<file path="src/rtl/transpose_pkg.sv">
// Shared constants and bank bookkeeping type for the DCT transpose buffer.
package transpose_pkg;

  localparam int TRANSPOSE_N_DEF = 8;
  localparam int TRANSPOSE_W_DEF = 12;

  // Full flag per bank plus the write and read bank pointers.
  typedef struct packed {
    logic [1:0] full;
    logic       wbank;
    logic       rbank;
  } bank_state_t;

endpackage

</file>
<file path="src/rtl/transpose_buf_if.sv">
// Row-in / column-out handshake bundle for transpose_buf.
interface transpose_buf_if
  import transpose_pkg::*;
#(
  parameter int N = TRANSPOSE_N_DEF,
  parameter int W = TRANSPOSE_W_DEF
);

  logic           wr;
  logic [N*W-1:0] in;
  logic           rd;
  logic [N*W-1:0] ut;
  logic           wr_ready;
  logic           rd_valid;
  logic           err;

  modport master (output wr, in, rd, input ut, wr_ready, rd_valid, err);
  modport slave  (input wr, in, rd, output ut, wr_ready, rd_valid, err);

endinterface

</file>
<file path="src/rtl/transpose_bank.sv">
// One N x N element register array: row-wide write, column-wide read.
// Contents are deliberately not reset.
module transpose_bank
  import transpose_pkg::*;
#(
  parameter int N = TRANSPOSE_N_DEF,
  parameter int W = TRANSPOSE_W_DEF
) (
  input  logic                 clk,
  input  logic                 we,
  input  logic [$clog2(N)-1:0] wrow,
  input  logic [N*W-1:0]       wdata,
  input  logic [$clog2(N)-1:0] rcol,
  output logic [N*W-1:0]       rdata
);

  logic [W-1:0] mem [N][N];

  // Store the incoming row, element 0 taken from the MSBs.
  always_ff @(posedge clk) begin
    if (we) begin
      for (int c = 0; c < N; c++) begin
        mem[wrow][c] <= wdata[W*(N-c)-1 -: W];
      end
    end
  end

  // Gather column rcol, row j of the array landing in element slot j.
  always_comb begin
    rdata = '0;
    for (int j = 0; j < N; j++) begin
      rdata[W*(N-j)-1 -: W] = mem[j][rcol];
    end
  end

endmodule

</file>
<file path="src/rtl/transpose_buf.sv">
// N x N transpose buffer between the row-DCT and column-DCT passes.
// Define TRANSPOSE_PINGPONG_EN for two banks (write one block while the
// previous one drains); otherwise a single bank alternates fill/drain.
module transpose_buf
  import transpose_pkg::*;
#(
  parameter int N = TRANSPOSE_N_DEF,
  parameter int W = TRANSPOSE_W_DEF
) (
  input  logic           clk,
  input  logic           rst,
  transpose_buf_if.slave bus
);

  localparam int            CW   = $clog2(N);
  localparam logic [CW-1:0] LAST = CW'(N-1);

  bank_state_t    st;
  logic [1:0]     full_nxt;
  logic [CW-1:0]  wrow;
  logic [CW-1:0]  rcol;
  logic           wr_ok;
  logic           rd_ok;
  logic           wr_last;
  logic           rd_last;
  logic [N*W-1:0] rd_word;

  assign bus.wr_ready = !st.full[st.wbank];
  assign bus.rd_valid = st.full[st.rbank];

  assign wr_ok   = bus.wr && bus.wr_ready;
  assign rd_ok   = bus.rd && bus.rd_valid;
  assign wr_last = wr_ok && (wrow == LAST);
  assign rd_last = rd_ok && (rcol == LAST);

`ifdef TRANSPOSE_PINGPONG_EN
  logic [N*W-1:0] rdata0;
  logic [N*W-1:0] rdata1;

  transpose_bank #(.N(N), .W(W)) u_bank0 (
    .clk   (clk),
    .we    (wr_ok && !st.wbank),
    .wrow  (wrow),
    .wdata (bus.in),
    .rcol  (rcol),
    .rdata (rdata0)
  );

  transpose_bank #(.N(N), .W(W)) u_bank1 (
    .clk   (clk),
    .we    (wr_ok && st.wbank),
    .wrow  (wrow),
    .wdata (bus.in),
    .rcol  (rcol),
    .rdata (rdata1)
  );

  assign rd_word = st.rbank ? rdata1 : rdata0;
`else
  transpose_bank #(.N(N), .W(W)) u_bank0 (
    .clk   (clk),
    .we    (wr_ok),
    .wrow  (wrow),
    .wdata (bus.in),
    .rcol  (rcol),
    .rdata (rd_word)
  );
`endif

  assign bus.ut = bus.rd_valid ? rd_word : '0;

  // Completion of a fill sets its bank's flag; completion of a drain clears
  // its own. With two banks these never target the same bank in one cycle.
  always_comb begin
    full_nxt = st.full;
    if (wr_last) full_nxt[st.wbank] = 1'b1;
    if (rd_last) full_nxt[st.rbank] = 1'b0;
  end

  // Row/column counters, bank pointers, full flags and the sticky error.
  always_ff @(posedge clk) begin
    if (rst) begin
      st      <= '0;
      wrow    <= '0;
      rcol    <= '0;
      bus.err <= 1'b0;
    end else begin
      st.full <= full_nxt;
      if (wr_ok) wrow <= wr_last ? '0 : wrow + CW'(1);
      if (rd_ok) rcol <= rd_last ? '0 : rcol + CW'(1);
`ifdef TRANSPOSE_PINGPONG_EN
      if (wr_last) st.wbank <= !st.wbank;
      if (rd_last) st.rbank <= !st.rbank;
`endif
      if ((bus.wr && !bus.wr_ready) || (bus.rd && !bus.rd_valid)) begin
        bus.err <= 1'b1;
      end
    end
  end

endmodule

</file>
<file path="src/flat_wrapper.sv">
// flat-port wrapper written by rule: the top's interface ports become plain ports
module transpose_buf_flat import transpose_pkg::*;
#(
  parameter int N = TRANSPOSE_N_DEF,
  parameter int W = TRANSPOSE_W_DEF
)
  (clk, rst, bus_wr, bus_in, bus_rd, bus_ut, bus_wr_ready, bus_rd_valid, bus_err);
  transpose_buf_if #(.N(N), .W(W)) bus_i ();
  input  logic clk;
  input  logic rst;
  input wire logic [$bits(bus_i.wr)-1:0] bus_wr;
  input wire logic [$bits(bus_i.in)-1:0] bus_in;
  input wire logic [$bits(bus_i.rd)-1:0] bus_rd;
  output wire logic [$bits(bus_i.ut)-1:0] bus_ut;
  output wire logic [$bits(bus_i.wr_ready)-1:0] bus_wr_ready;
  output wire logic [$bits(bus_i.rd_valid)-1:0] bus_rd_valid;
  output wire logic [$bits(bus_i.err)-1:0] bus_err;
  assign bus_i.wr = bus_wr;
  assign bus_i.in = bus_in;
  assign bus_i.rd = bus_rd;
  assign bus_ut = bus_i.ut;
  assign bus_wr_ready = bus_i.wr_ready;
  assign bus_rd_valid = bus_i.rd_valid;
  assign bus_err = bus_i.err;
  transpose_buf #(.N(N), .W(W)) u_core (.clk(clk), .rst(rst), .bus(bus_i));
endmodule
</file>
<file path="config.mk">
export PLATFORM = sky130hd
export DESIGN_NAME = transpose_buf_flat
export DESIGN_NICKNAME = d
export VERILOG_FILES = /design/src/rtl/transpose_pkg.sv /design/src/rtl/transpose_buf_if.sv /design/src/rtl/transpose_bank.sv /design/src/rtl/transpose_buf.sv /design/src/flat_wrapper.sv
export SDC_FILE = /design/constraint.sdc
export NUM_CORES = 1
export LEC_CHECK = 0
export ABC_CLOCK_PERIOD_IN_PS = 15300
export CAP_MARGIN = 0
export CORE_MARGIN = 5
export CORE_UTILIZATION = 32
export CTS_CLUSTER_DIAMETER = 80
export DETAILED_ROUTE_END_ITERATION = 8
export GPL_TIMING_DRIVEN = 0
export SYNTH_ARGS = -nofsm -noshare
export SYNTH_HDL_FRONTEND = slang
export SYNTH_SLANG_ARGS = --single-unit
</file>
<file path="constraint.sdc">
create_clock -name clk -period 15.3 [get_ports clk]
set_clock_uncertainty 0.05 [all_clocks]
set_input_delay 1.53 -clock clk [delete_from_list [all_inputs] [get_ports clk]]
set_output_delay 1.53 -clock clk [all_outputs]
set_load 0.03 [all_outputs]
</file>
==> out/qor.yml, run 1 <==
status: "finished with violations"
violations: "capacitance limit, slew limit"
synth_cell_types: 23
reg2regPathDepth: 8
core_area_mm2: 0.0917
start_util: 0.322
min_path_type: "register to register"
finalPower_mw: 4.36
syn_inst: 1268
io_pins: 199
ff_latch_area_mm2: 0.0232
drc: 0
arrival_ps: 3910
cts.repair.resized: 0
via_count: 14714
yosysMostFrequentCell: "edfxtp_1"
dr.pass1.iters: 7
instances_no_fill: 2838
synth_area_mm2: 0.0296
power_density_mw_per_mm2: 120
grt_overflow_total: 0
synth_ff_type: "edfxtp_1"
dpl.hpwl_mm: 57.5
cts_root_buffer: "clkbuf_16"
tns_ps: 0
multi_input_area_mm2: 0.00596
avgSynthCellArea_um2: 23.3
clk_pin_slew_worst_paths_ps: 70
cts_tree: "built"
setup_viol_count_final: 0
min_period_over_period: 0.359
layout-drive-gt1-share: 0.250
crit_path_end_kind: "output pin"
yosys_warnings: 0
slew_headroom: -0.0391
vias_per_cell: 5.18
grtUsageTotal: 0.176
pre_cts_ws_ps: 10590
synth_area_leaders: "edfxtp_1 (78%), mux4_2 (15%), mux2i_1 (3.4%)"
dieHeight_um: 314
routabilityCongestion: 0.789
yosysSeqAreaShare: 0.786
hold_violations: 0
antenna_left: 0
worstHoldPathCells: 2
die_x_um: 314
ctsHoldBuffers: 0
r2r_setup_slack_ps: 11650
nets: 1701
critPathKind: "register to output pin"
drt-initial-drc-count: 1617
fmax_mhz: 182
grt_pass1_wl_mm: 120
hold_end: "u_core.bus.err"
hp-start: "u_core.bus.err"
clockBufferDepth: 3
critPathMaxFanout: 10
grt_max_degree: 37
worst_pin_slew_ps: 1560
critPathRequiredTime_ps: 13720
cts_setup_buffers: 0
grt_pass1_vias: 14744
r2r_end: "u_core.u_bank0.mem[5][20]"
max_cap_violations: 1
setup_slack_ps: 9810
area_delta_synth_final_pct: 22.4
routedWlPerCell_um: 31.1
synthTopCellsByCount: "edfxtp_1 (768), mux4_2 (192), nor2_1 (106)"
rsz0062_at_grt: "false"
r2r-start: "u_core.st[2]"
dieArea_mm2: 0.0985
crit_path_start_kind: "register"
numPortBuffers: 197
synth_edf_count: 768
slew_violations: 11
period_minus_slack_ps: 5490
antenna_found_initial: 1
cts_made_buffers: 73
cts_num_sinks: 776
rows: 111
htreeDepth: 3
synthArstFlopShare: 0
ys_ff_latch: 776
leakagePower_nw: 11.0
yosysTopAreaCell: "edfxtp_1"
clk-insertion-delay-late_ps: 620
ir_drop_v: 0.0000705
dp_cells: 2708
fillers: 7992
drt-total-wl_mm: 88.2
synth_top_area_share: 0.780
syn-num-nets: 1372
## final cells by class
type | count | share of cell area
tap | 1186 | 0.0410
timing repair buffer | 254 | 0.0739
antenna | 1 | 0.0000692
multi-input combinational | 425 | 0.165
sequential | 776 | 0.642
clock buffer | 90 | 0.0546
inverter | 1 | 0.000104
clock inverter | 39 | 0.0120
buffer | 66 | 0.0119
## layout by cell type, fill, tap and decap left out
cell type,instances
buf_12,7
inv_6,3
buf_2,30
clkinv_4,2
nor2_4,3
bufinv_16,9
inv_2,1
nand4b_1,2
clkbuf_16,77
clkinv_2,8
nor3_2,4
buf_4,14
nor2b_1,2
clkinvlp_4,4
clkbuf_1,27
mux4_2,192
nor4_2,1
clkinv_1,13
nand3_1,1
or3b_2,1
and2_1,1
nor2_1,103
edfxtp_1,768
buf_1,2
a21oi_1,3
a211oi_1,1
a311oi_1,1
diode_2,1
ha_1,4
buf_6,48
nand3b_1,1
dfxtp_1,8
clkbuf_2,1
buf_8,5
mux2i_1,100
clkdlybuf4s50_1,197
nand2_1,5
buf_16,2
## metrics by stage
| step | hold slack (ps) | util | instance area, µm² |
|---|---|---|---|
| floorplan | 495 | - | 29600 |
| CTS | 432 | 0.395 | 36200 |
| global placement | 412 | 0.360 | 33000 |
| finish | 430 | 0.395 | 36200 |
| global route | 516 | 0.395 | 36200 |
| detailed placement | 418 | 0.368 | 33800 |
## sequential cells by signal, indices dropped and copies added (netlist names)
register	count
u_core.rcol	3
u_core.wrow	3
u_core.st	1
u_core.bus.err	1
u_core.u_bank0.mem	768
## worst max-delay path by stage
stage,from,endpoint,slack (ps),cells past startpoint
finish,u_core.rcol[1],bus_ut[4],9810,5
global route,u_core.rcol[1],bus_ut[4],9830,5
CTS,u_core.rcol[1],bus_ut[4],9920,5
detailed placement,u_core.rcol[1],bus_ut[4],10590,5
global placement,bus_wr,u_core.u_bank0.mem[1][93],-1030,3
floorplan,bus_wr,u_core.u_bank0.mem[1][0],3820,2
## kinds of logic after synthesis
group                    synth area share
AO/OA/AOI/OAI                     0.00106
multiplexers                        0.180
flip-flops                          0.786
AND/OR/NAND/NOR                    0.0169
buffers and inverters              0.0144
adder cells (fa/ha/maj)           0.00169
## critical path, stage by stage (launching register included)
cell and delay, ps:
dfxtp_1 410, clkbuf_1 1150, mux4_2 450, mux2i_1 80, nor2_1 400, clkdlybuf4s50_1 780
## power by group
group / leakage, nW / internal [mW] / switching [mW]
clock: 1.17 / 1.07 / 0.766
sequential: 7.04 / 2.39 / 0.00982
combinational: 2.78 / 0.0468 / 0.0766
total: 11.0 / 3.50 / 0.852
## routing by layer
layer  track usage  up-vias  part of all wire
li1              -     5975                 -
met1         0.235     7821              0.40
met2         0.292      813              0.49
met3        0.0413      105             0.089
met4        0.0507        0             0.026
met5             0        -                 0
Power figures use the tool's default switching activity.
==> run 2, diff against run 1 <==
- ABC_CLOCK_PERIOD_IN_PS: 15300 -> 5100
- clock period: 15.3 -> 5.1 ns (I/O delays scaled with it)
==> run 2 against run 1 <==
The run now ends clean. Flip-flop and latch count is the same. Register-to-register slack lost 9900 ps. Largest power group unchanged. Routed wire length grew 0.29%. Critical endpoint is now bus_ut[76]. First-iteration DRC count grew 21%. Worst hold slack lost 260 ps. Setup slack lost 9300 ps. Die area is the same.
==> out/qor.yml, run 2 (synthesis results as in run 1) <==
cts_setup_buffers: 0  # unchanged
worst_pin_slew_ps: 1450  # was 1560 ps
cpPeakStageDelay_ps: 1020  # was 1150 ps
final_common_cell: "edfxtp_1"  # unchanged
critPathRequiredTime_ps: 4540  # was 13720 ps
crit_path_end_kind: "output pin"  # unchanged
clk_pin_slew_worst_paths_ps: 60  # was 70 ps
worstHoldPathCells: 2  # unchanged
numPortBuffers: 197  # unchanged
diodes: 0  # was 1
htreeDepth: 3  # unchanged
ctsHoldBuffers: 0  # unchanged
max_cap_violations: 0  # was 1
layout_common_cells: "edfxtp_1 (768), clkdlybuf4s50_1 (197), mux4_2 (192)"  # unchanged
rsz0062_at_grt: "false"  # unchanged
crit_chain: "inv_2 -> clkbuf_1 -> clkbuf_1 -> nor2_1 -> clkdlybuf4s50_1"  # was clkbuf_1 -> mux4_2 -> mux2i_1 -> nor2_1 -> clkdlybuf4s50_1
utilization: 0.395  # about the same
slew_violations: 0  # was 11
largestRegisters: "u_core.u_bank0.mem: 768 flops, u_core.rcol: 3 flops, u_core.wrow: 3 flops"  # unchanged
largest_register: "u_core.u_bank0.mem"  # unchanged
critPathKind: "register to output pin"  # unchanged
start_util: 0.322  # unchanged
grt_max_degree: 36  # was 37
instances_no_fill: 2830  # was 2838
rows: 111  # unchanged
largest_register_ffs: 768  # unchanged
clk-insertion-delay-late_ps: 620  # about the same
die_x_um: 314  # unchanged
r2r_end: "u_core.u_bank0.mem[4][80]"  # was u_core.u_bank0.mem[5][20]
dr.pass1.iters: 5  # was 7
via_count: 14703  # about the same
path_delay_family: "buffers and inverters"  # unchanged
routedWlPerCell_um: 31.3  # was 31.1 µm
cts_tree: "built"  # unchanged
r2r_setup_slack_ps: 1710  # was 11650 ps
grt_overflow_total: 0  # unchanged
core_area_mm2: 0.0917  # unchanged
grt_pass1_wl_mm: 121  # was 120 mm
arrival_ps: 4000  # was 3910 ps
critPathMaxFanout: 10  # unchanged
antenna_left: 0  # unchanged
dieArea_mm2: 0.0985  # unchanged
dpl.hpwl_mm: 57.6  # was 57.5 mm
cp_slowest_cell: "clkbuf_1"  # unchanged
r2r-start: "u_core.st[2]"  # unchanged
dieHeight_um: 314  # unchanged
power_density_mw_per_mm2: 360  # was 120 mW/mm²
dp_cells: 2695  # was 2708
routabilityCongestion: 0.774  # was 0.789
antenna_found_initial: 3  # was 1
cts_num_sinks: 776  # unchanged
holdWs_ps: 169  # was 430 ps
drt-initial-drc-count: 1949  # was 1617
setup_viol_count_final: 0  # unchanged
grt_pass1_vias: 14828  # was 14.7k
min_period_over_period: 0.894
hold_end: "u_core.bus.err"  # unchanged
period_minus_slack_ps: 4560
crit_path_start_kind: "register"  # unchanged
cts_made_buffers: 74  # was 73
io_pins: 199  # unchanged
grtUsageTotal: 0.177  # was 0.176
drc: 0  # unchanged
ir_drop_v: 0.000242  # was 0.0000705 V
status: "completed"  # was finished with violations
cts.repair.resized: 0  # unchanged
nets: 1690  # was 1701
clockBufferDepth: 3  # unchanged
min_path_type: "primary input to register"  # was register to register
hp-start: "rst"  # was u_core.bus.err
fmax_mhz: 219
leakagePower_nw: 11.0  # about the same
crit_buf_inv: 4  # was 2
layout-drive-gt1-share: 0.242  # was 0.250
reg2regPathDepth: 6  # was 8
cts_root_buffer: "clkbuf_16"  # unchanged
slew_headroom: 0.0332  # was -0.0391
hold_violations: 0  # unchanged
vias_per_cell: 5.20  # was 5.18
area_delta_synth_final_pct: 22.6  # was 22.4%
crit_top_cell: "clkbuf_1"
drt-total-wl_mm: 88.4  # was 88.2 mm
run 2: cell types whose count changed in the layout (fill, tap and decap cells not counted), sizes merged:
cell	before	now
diode	1	0
clkbuf	105	114
inv	4	3
clkinv	23	25
clkinvlp	4	1
buf	108	96
bufinv	9	7
run 2: per-layer routing:
metal  vias to the layer above  global-route usage  wire (µm)
met3                       124              0.0384       7220
li1                       5954                   -          -
met4                         0              0.0589       2770
met1                      7895               0.241      36100
met5                         -                   0          0
met2                       730               0.284      42300
run 2: how the worst max path moves through the flow:
stage / slack (ps) / startpoint / depth (start not counted) / to
detailed placement: 1180 / u_core.st[2] / 5 / bus_ut[76]
finish: 540 / u_core.st[2] / 5 / bus_ut[76]
global placement: -6900 / bus_wr / 3 / u_core.u_bank0.mem[3][32]
CTS: 490 / u_core.st[2] / 5 / bus_ut[76]
floorplan: -2850 / u_core.st[2] / 2 / u_core.u_bank0.mem[2][0]
global route: 460 / u_core.st[2] / 5 / bus_ut[76]
run 2: cell type report:
class / count / area [µm²]
fillers: 8039 / 55400
flip-flops and latches: 776 / 23200
multi-input cells: 425 / 5980
repair buffers: 242 / 2720
clock buffers: 99 / 2060
well taps: 1186 / 1480
plain buffers: 66 / 429
clock inverters: 35 / 340
inverters: 1 / 3.75
run 2: report_power, final:
group          leakage, nW  internal (mW)  total (mW)  switching, mW
Clock                 1.17           3.19        5.49           2.30
Sequential            7.04           7.16        7.19         0.0308
Combinational         2.77          0.147       0.377          0.230
Total                 11.0           10.5        13.1           2.56
run 2: stage by stage:
step	setup TNS [ps]	total power, mW	worst slack (ps)	area (µm²)
finish	0	13.1	541	36200
global route	0	13.4	461	36200
CTS	0	13.1	490	36200
detailed placement	0	7.70	1180	33800
global placement	-2209580	7.68	-6900	33000
floorplan	-708000	7.44	-2850	29600
